**src/rtl/ds_stream_pkg.sv**
```systemverilog
// ds_stream_pkg: register map, control bit indices and reset helpers for ds_sample_streamer.
package ds_stream_pkg;
  localparam int ADDR_SAMPLE = 0;
  localparam int ADDR_RATE   = 1;
  localparam int ADDR_CTRL   = 2;
  localparam int ADDR_WMARK  = 3;
  localparam int CTRL_RUN    = 0;
  localparam int CTRL_FLUSH  = 1;
  localparam int CTRL_CLR    = 2;
  function automatic logic [31:0] midscale(input int bits);
    return 32'd1 << (bits - 1);
  endfunction
endpackage

```
**src/rtl/ds_host_write_port.sv**
```systemverilog
// ds_host_write_port: synchronises the byte-phase strobe and assembles 16-bit host writes.
module ds_host_write_port #(
  parameter int ADDR_BITS = 3
) (
  input  logic                 clk,
  input  logic                 rst_n,
  input  logic [7:0]           data_in,
  input  logic [ADDR_BITS-1:0] addr_in,
  input  logic                 data_part_in,
  output logic                 wr_en,
  output logic [ADDR_BITS-1:0] wr_addr,
  output logic [15:0]          wr_data
);
  logic [2:0] sync;
  logic [7:0] low;
  always_ff @(posedge clk or negedge rst_n) begin
    if (!rst_n) begin
      sync <= 3'b111;
      low  <= '0;
    end else begin
      sync <= {sync[1:0], data_part_in};
      if (sync[2] && !sync[1]) low <= data_in;
    end
  end
  // sync[1] is the synchronised strobe, sync[2] its previous value
  assign wr_en   = sync[1] && !sync[2];
  assign wr_addr = addr_in;
  assign wr_data = {data_in, low};
endmodule

```
**src/rtl/ds_sample_streamer.sv**
```systemverilog
// ds_sample_streamer: host-fed sample FIFO released to the modulator every RATE+1 ticks.
// Optional DS_STREAM_WATERMARK_EN adds the WMARK register and the refill_req output.
module ds_sample_streamer
  import ds_stream_pkg::*;
#(
  parameter int SAMPLE_BITS = 16,
  parameter int DEPTH       = 8,
  parameter int ADDR_BITS   = 3,
  parameter int RATE_BITS   = 16
) (
  input  logic                     clk,
  input  logic                     rst_n,
  input  logic [7:0]               data_in,
  input  logic [ADDR_BITS-1:0]     addr_in,
  input  logic                     data_part_in,
  input  logic                     tick,
  output logic [SAMPLE_BITS-1:0]   sample_out,
  output logic                     sample_strobe,
  output logic [$clog2(DEPTH):0]   fifo_level,
  output logic                     overflow,
  output logic                     underflow,
  output logic                     running
`ifdef DS_STREAM_WATERMARK_EN
  , output logic                   refill_req
`endif
);
  localparam int PW = $clog2(DEPTH);
  localparam int LW = PW + 1;
  localparam logic [SAMPLE_BITS-1:0] MID = SAMPLE_BITS'(midscale(SAMPLE_BITS));
  logic                   wr_en;
  logic [ADDR_BITS-1:0]   wr_addr;
  logic [15:0]            wr_data;
  logic [SAMPLE_BITS-1:0] wr_sample;
  logic [SAMPLE_BITS-1:0] mem [DEPTH];
  logic [PW-1:0]          wptr, rptr;
  logic [RATE_BITS-1:0]   rate, cnt;
  logic                   ctrl_wr, flush, clr, push, pop_due, do_pop, do_push, run_nx, full, empty;
  logic [LW-1:0]          level_nx;
  ds_host_write_port #(.ADDR_BITS(ADDR_BITS)) u_port (
    .clk, .rst_n, .data_in, .addr_in, .data_part_in,
    .wr_en, .wr_addr, .wr_data
  );
  // host words are left-aligned into the sample width
  generate
    if (SAMPLE_BITS == 16) begin : g_eq
      assign wr_sample = wr_data;
    end else if (SAMPLE_BITS > 16) begin : g_wide
      assign wr_sample = {wr_data, {(SAMPLE_BITS-16){1'b0}}};
    end else begin : g_narrow
      assign wr_sample = wr_data[15 -: SAMPLE_BITS];
    end
  endgenerate
  always_comb begin
    ctrl_wr  = wr_en && wr_addr == ADDR_BITS'(ADDR_CTRL);
    flush    = ctrl_wr && wr_data[CTRL_FLUSH];
    clr      = ctrl_wr && wr_data[CTRL_CLR];
    push     = wr_en && wr_addr == ADDR_BITS'(ADDR_SAMPLE);
    full     = fifo_level == LW'(DEPTH);
    empty    = fifo_level == '0;
    pop_due  = running && tick && cnt == '0;
    do_pop   = pop_due && !empty && !flush;
    do_push  = push && (!full || do_pop) && !flush;
    level_nx = flush ? '0 : fifo_level + LW'(do_push) - LW'(do_pop);
    run_nx   = ctrl_wr ? wr_data[CTRL_RUN] : running;
  end
  always_ff @(posedge clk or negedge rst_n) begin
    if (!rst_n) begin
      sample_out    <= MID;
      sample_strobe <= 1'b0;
      fifo_level    <= '0;
      overflow      <= 1'b0;
      underflow     <= 1'b0;
      running       <= 1'b0;
      rate          <= '0;
      cnt           <= '0;
      wptr          <= '0;
      rptr          <= '0;
    end else begin
      running       <= run_nx;
      fifo_level    <= level_nx;
      sample_strobe <= do_pop;
      if (do_pop) sample_out <= mem[rptr];
      wptr      <= flush ? '0 : wptr + PW'(do_push);
      rptr      <= flush ? '0 : rptr + PW'(do_pop);
      overflow  <= (overflow && !clr) || (push && full && !do_pop && !flush);
      underflow <= (underflow && !clr) || (pop_due && empty && !flush);
      cnt       <= !run_nx ? '0 : !tick ? cnt : cnt == '0 ? rate : cnt - 1'b1;
      if (wr_en && wr_addr == ADDR_BITS'(ADDR_RATE)) rate <= RATE_BITS'(wr_data);
    end
  end
  always_ff @(posedge clk) begin
    if (do_push) mem[wptr] <= wr_sample;
  end
`ifdef DS_STREAM_WATERMARK_EN
  logic [LW-1:0] wmark, wmark_nx;
  assign wmark_nx = (wr_en && wr_addr == ADDR_BITS'(ADDR_WMARK)) ? wr_data[LW-1:0] : wmark;
  always_ff @(posedge clk or negedge rst_n) begin
    if (!rst_n) begin
      wmark      <= LW'(DEPTH / 2);
      refill_req <= 1'b0;
    end else begin
      wmark      <= wmark_nx;
      refill_req <= run_nx && level_nx <= wmark_nx;
    end
  end
`endif
endmodule

```
**config.mk**
```make
export PLATFORM = sky130hd
export DESIGN_NAME = ds_sample_streamer
export DESIGN_NICKNAME = d
export VERILOG_FILES = /design/src/rtl/ds_stream_pkg.sv /design/src/rtl/ds_host_write_port.sv /design/src/rtl/ds_sample_streamer.sv
export SDC_FILE = /design/constraint.sdc
export NUM_CORES = 1
export LEC_CHECK = 0
export CAP_MARGIN = 20
export CORE_UTILIZATION = 55
export DETAILED_ROUTE_END_ITERATION = 8
export PLACE_DENSITY = 0.74
export SYNTH_ARGS = -nofsm -noshare
export SYNTH_HDL_FRONTEND = slang
export SYNTH_SLANG_ARGS = --single-unit
```
**constraint.sdc**
```tcl
create_clock -name clk -period 4.6 [get_ports clk]
set_input_delay 1.15 -clock clk [delete_from_list [all_inputs] [get_ports clk]]
set_output_delay 1.15 -clock clk [all_outputs]
set_load 0.05 [all_outputs]
```
==> results.md <==
* Die W at around 130 um
* Synth top area share at between 40% and 50%
* Worst-path maximum fanout at 12
* Critical-path top delay cell: nor4b_2
* Final Hold Violating Endpoints at 0
* Final nets at between 600 and 700
* M3 GR Usage at 2.70%
* Die area at around 0.016 mm2
* Worst-Margin Slew at approximately 1100 ps
* PD cells at 678 mW/mm2
* Met2 usage at 37.9%
* Clock Path Buffers at 3
* Syn nets at 559
* Critical Path Max Stage Delay at about 570 ps
* Starting density of the core at a little under three fifths
* Number of cell rows at 44
* Post-synth EDFFs at 128
* Worst setup path class: in2reg
* CTS root buffer: clkbuf_16
* Global-route wire length before repair at approximately 26000 um
* Wire per inst at ~21 um
* Synth Instances at about 530
* CP Data Required Time at 4970 ps
* Aggregate routed wire length at between 15000 and 20000 um
* Max Freq at between 200 and 300 MHz
* CTS buffer count at 20
* Antenna Violating Nets Remaining at 0
* Setup TNS at 0 ps
* Overflow after GRT at 0
* Slew headroom at between 20% and 30%
* Hold_buf cts at 0
* Synth Flop Type: edfxtp_1
* Tmin final at 3510 ps
* Grt peak-use layer: met2
* Clk_skew at approximately 7.6 ps
* Most common cell on crit path: ha_1
* Max rail drop VDD at around 0.69 mV
* CP Cell Sequence: clkdlybuf4s50_1, nor4b_2, and3_1, buf_4, nor4_1, ha_1, inv_1, ha_1, fa_1, xnor2_1, nor2_1
* Post-route cell area at just under 0.01 mm2
* Synth area leaders: edfxtp_1, dfrtp_1, mux4_2
* IO Port Bufs at 38
* CTS resizes at 0
* Vias in the first global route at 4776
* Share of cells above drive strength 1 at 19.5%
* WP data arrival at 3870 ps
* Clock-pin slew on the worst setup and hold paths at about 60 ps
* DRC violations left at 0
* Async set or reset register ratio after synthesis at 36.3%
* YS warnings at 0
* Crit end category: register
* Hold WC Path Type: reg2reg
* Vias after detailed routing at about 4700
* Clk_lat worst skew at about 480 ps
* Area Overhead vs Synth at 16.1%
* Yosys cell types at 57
* Pleak at around 0.0036 uW
* Final setup fails at 0
* Core area at 0.0146 mm2
* Sequential share of the synthesized area at between 60% and 70%
* Area leader, netlist: edfxtp_1
* CTS tree: yes
* Setup crit start kind: input pin
* N_diodes at 0
* H-tree depth at 1
* Post-CTS Setup Repair Bufs at 0
* TritonCTS Sinks at 201
* Unrepaired setup endpoints after global routing: false
* Fillcell total at roughly 1000
* Largest net degree at the start of global routing at 74
* Synthesized area at around 0.0083 mm2
* GPL Wtd Cong at around 0.90
* Status: finished clean
* Post-DP HPWL at between 9000 and 10000 um
* Slew Limit Fails at 0
* Max Cap Viol at 0
* Initial drt markers at between 300 and 400
* DR pass1 iterations at 7
* Total GRT Usage at a little over a fifth
* IO Pins at 39
* Initial antenna violation count at 0
* DP Area at roughly 0.0090 mm2
* Average size of a mapped cell at 15.7 um2
* Drt via density at between 6 and 7
* Final worst-path cycle share at 76.3%
* M1 GR Usage at ~29%
* Die Y at ~130 um
* Flops & latches, synth at around 200
==> layout by cell type (no fill, tap or decap), drive strengths merged, types with 3 or more instances in the layout <==
cell           netlist  final
or4                  3      3
mux2i               17     17
a22o                 3      3
nor4b                6      6
buf                 10     16
nand2               58     58
nand4                4      4
xnor2                6      6
o211ai               3      3
bufinv               0      4
o21ai               26     26
o22ai                4      4
dfrtp               69     69
nand3                5      5
nor4                 6      6
clkdlybuf4s50        0     37
a31oi                4      4
clkinv               0      3
edfxtp             128    128
nand2b               4      4
dfstp                4      4
inv                 11     11
nor2b                8      8
nor3                15     15
nor3b                4      4
a21oi               11     11
clkbuf              19     28
a21o                 3      3
nor2                15     15
mux2                16     16
mux4                32     32
ha                  12     12
==> path summary, 6_finish.rpt <==
check	start	end	slack [ps]	depth (start not counted)
max	addr_in[0]	fifo_level[2]$_DFF_PN0_	1090	11
min	u_port.sync[0]$_DFF_PN1_	u_port.sync[1]$_DFF_PN1_	360	0
max reg2reg	cnt[0]$_DFFE_PN0P_	fifo_level[2]$_DFF_PN0_	1190	12
min reg2reg	u_port.sync[0]$_DFF_PN1_	u_port.sync[1]$_DFF_PN1_	360	0
max in group asynchronous	rst_n	rptr[0]$_DFF_PN0_	3140	1
min in group asynchronous	rst_n	sample_out[4]$_DFFE_PN0N_	800	1
==> power breakdown <==
part / internal [uW] / total (uW) / switching (uW)
registers: 2160 / 2400 / 246
clock network: 1090 / 1730 / 641
logic: 1000 / 2420 / 1420
total: 4250 / 6560 / 2310
==> state kept, by name (all words and copies together), names as in the netlist <==
| name | flops |
|---|---|
| fifo_level | 4 |
| mem | 128 |
| rate | 16 |
| underflow | 1 |
| overflow | 1 |
| running | 1 |
| sample_out | 16 |
| cnt | 16 |
| sample_strobe | 1 |
| wptr | 3 |
| rptr | 3 |
| u_port.sync | 3 |
| u_port.low | 8 |
==> cell families (layout without fill, tap and decap cells) <==
logic type      Yosys count  after routing  share of synthesized area [%]
flops                   201            201                           68.1
simple gates            138            138                           9.26
compound gates           68             68                           5.15
xor+xnor                  6              6                          0.631
fa+ha+maj                13             13                           2.04
mux                      65             65                           12.9
buf+inv                  40            100                           1.97
==> worst max-delay path, delay by kind of cell <==
kind                     cells  cell delay (ps)
XOR/XNOR                     1              180
adder cells (fa/ha/maj)      3              890
buffers and inverters        3              660
AND/OR/NAND/NOR              4             1000
==> Yosys cell counts (5+ instances only) <==
master    count
inv_1        11
xnor2_1       6
mux2i_1      17
mux2_2       16
nand3_1       5
nor2_1       15
nor2b_1       8
dfrtp_1      69
nand2_1      58
o21ai_0      26
clkbuf_1     19
nor3_1       14
buf_2         5
ha_1         12
mux4_2       32
a21oi_1      11
edfxtp_1    128
==> metal layers <==
metal | wire, um | share of wire (%)
met5 | 0 | 0
met3 | 836 | 5.2
met4 | 359 | 2.2
met1 | 6660 | 41
met2 | 8290 | 51
==> area by class of cell <==
| class | count | area, um2 | share of cell area (%) |
|---|---|---|---|
| clock buffer | 28 | 572 | 5.91 |
| clock inverter | 8 | 140 | 1.45 |
| inverter | 11 | 41.3 | 0.427 |
| multi-input combinational | 290 | 2530 | 26.1 |
| sequential | 201 | 5680 | 58.6 |
| tap | 184 | 230 | 2.38 |
| timing repair buffer | 53 | 490 | 5.07 |
==> per-stage QoR <==
stage | hold WS, ps | cells | setup WS (ps) | utilization, % | total power [uW]
global placement | 347 | 739 | 730 | 61.2 | 4770
CTS | 357 | 775 | 1110 | 66.1 | 6590
floorplan | 345 | 531 | 147 | - | 4180
global route | 361 | 775 | 902 | 66.1 | 6900
detailed placement | 348 | 739 | 606 | 61.2 | 4830
finish | 356 | 775 | 1090 | 66.1 | 6560
(Power assumes the default switching activity.)
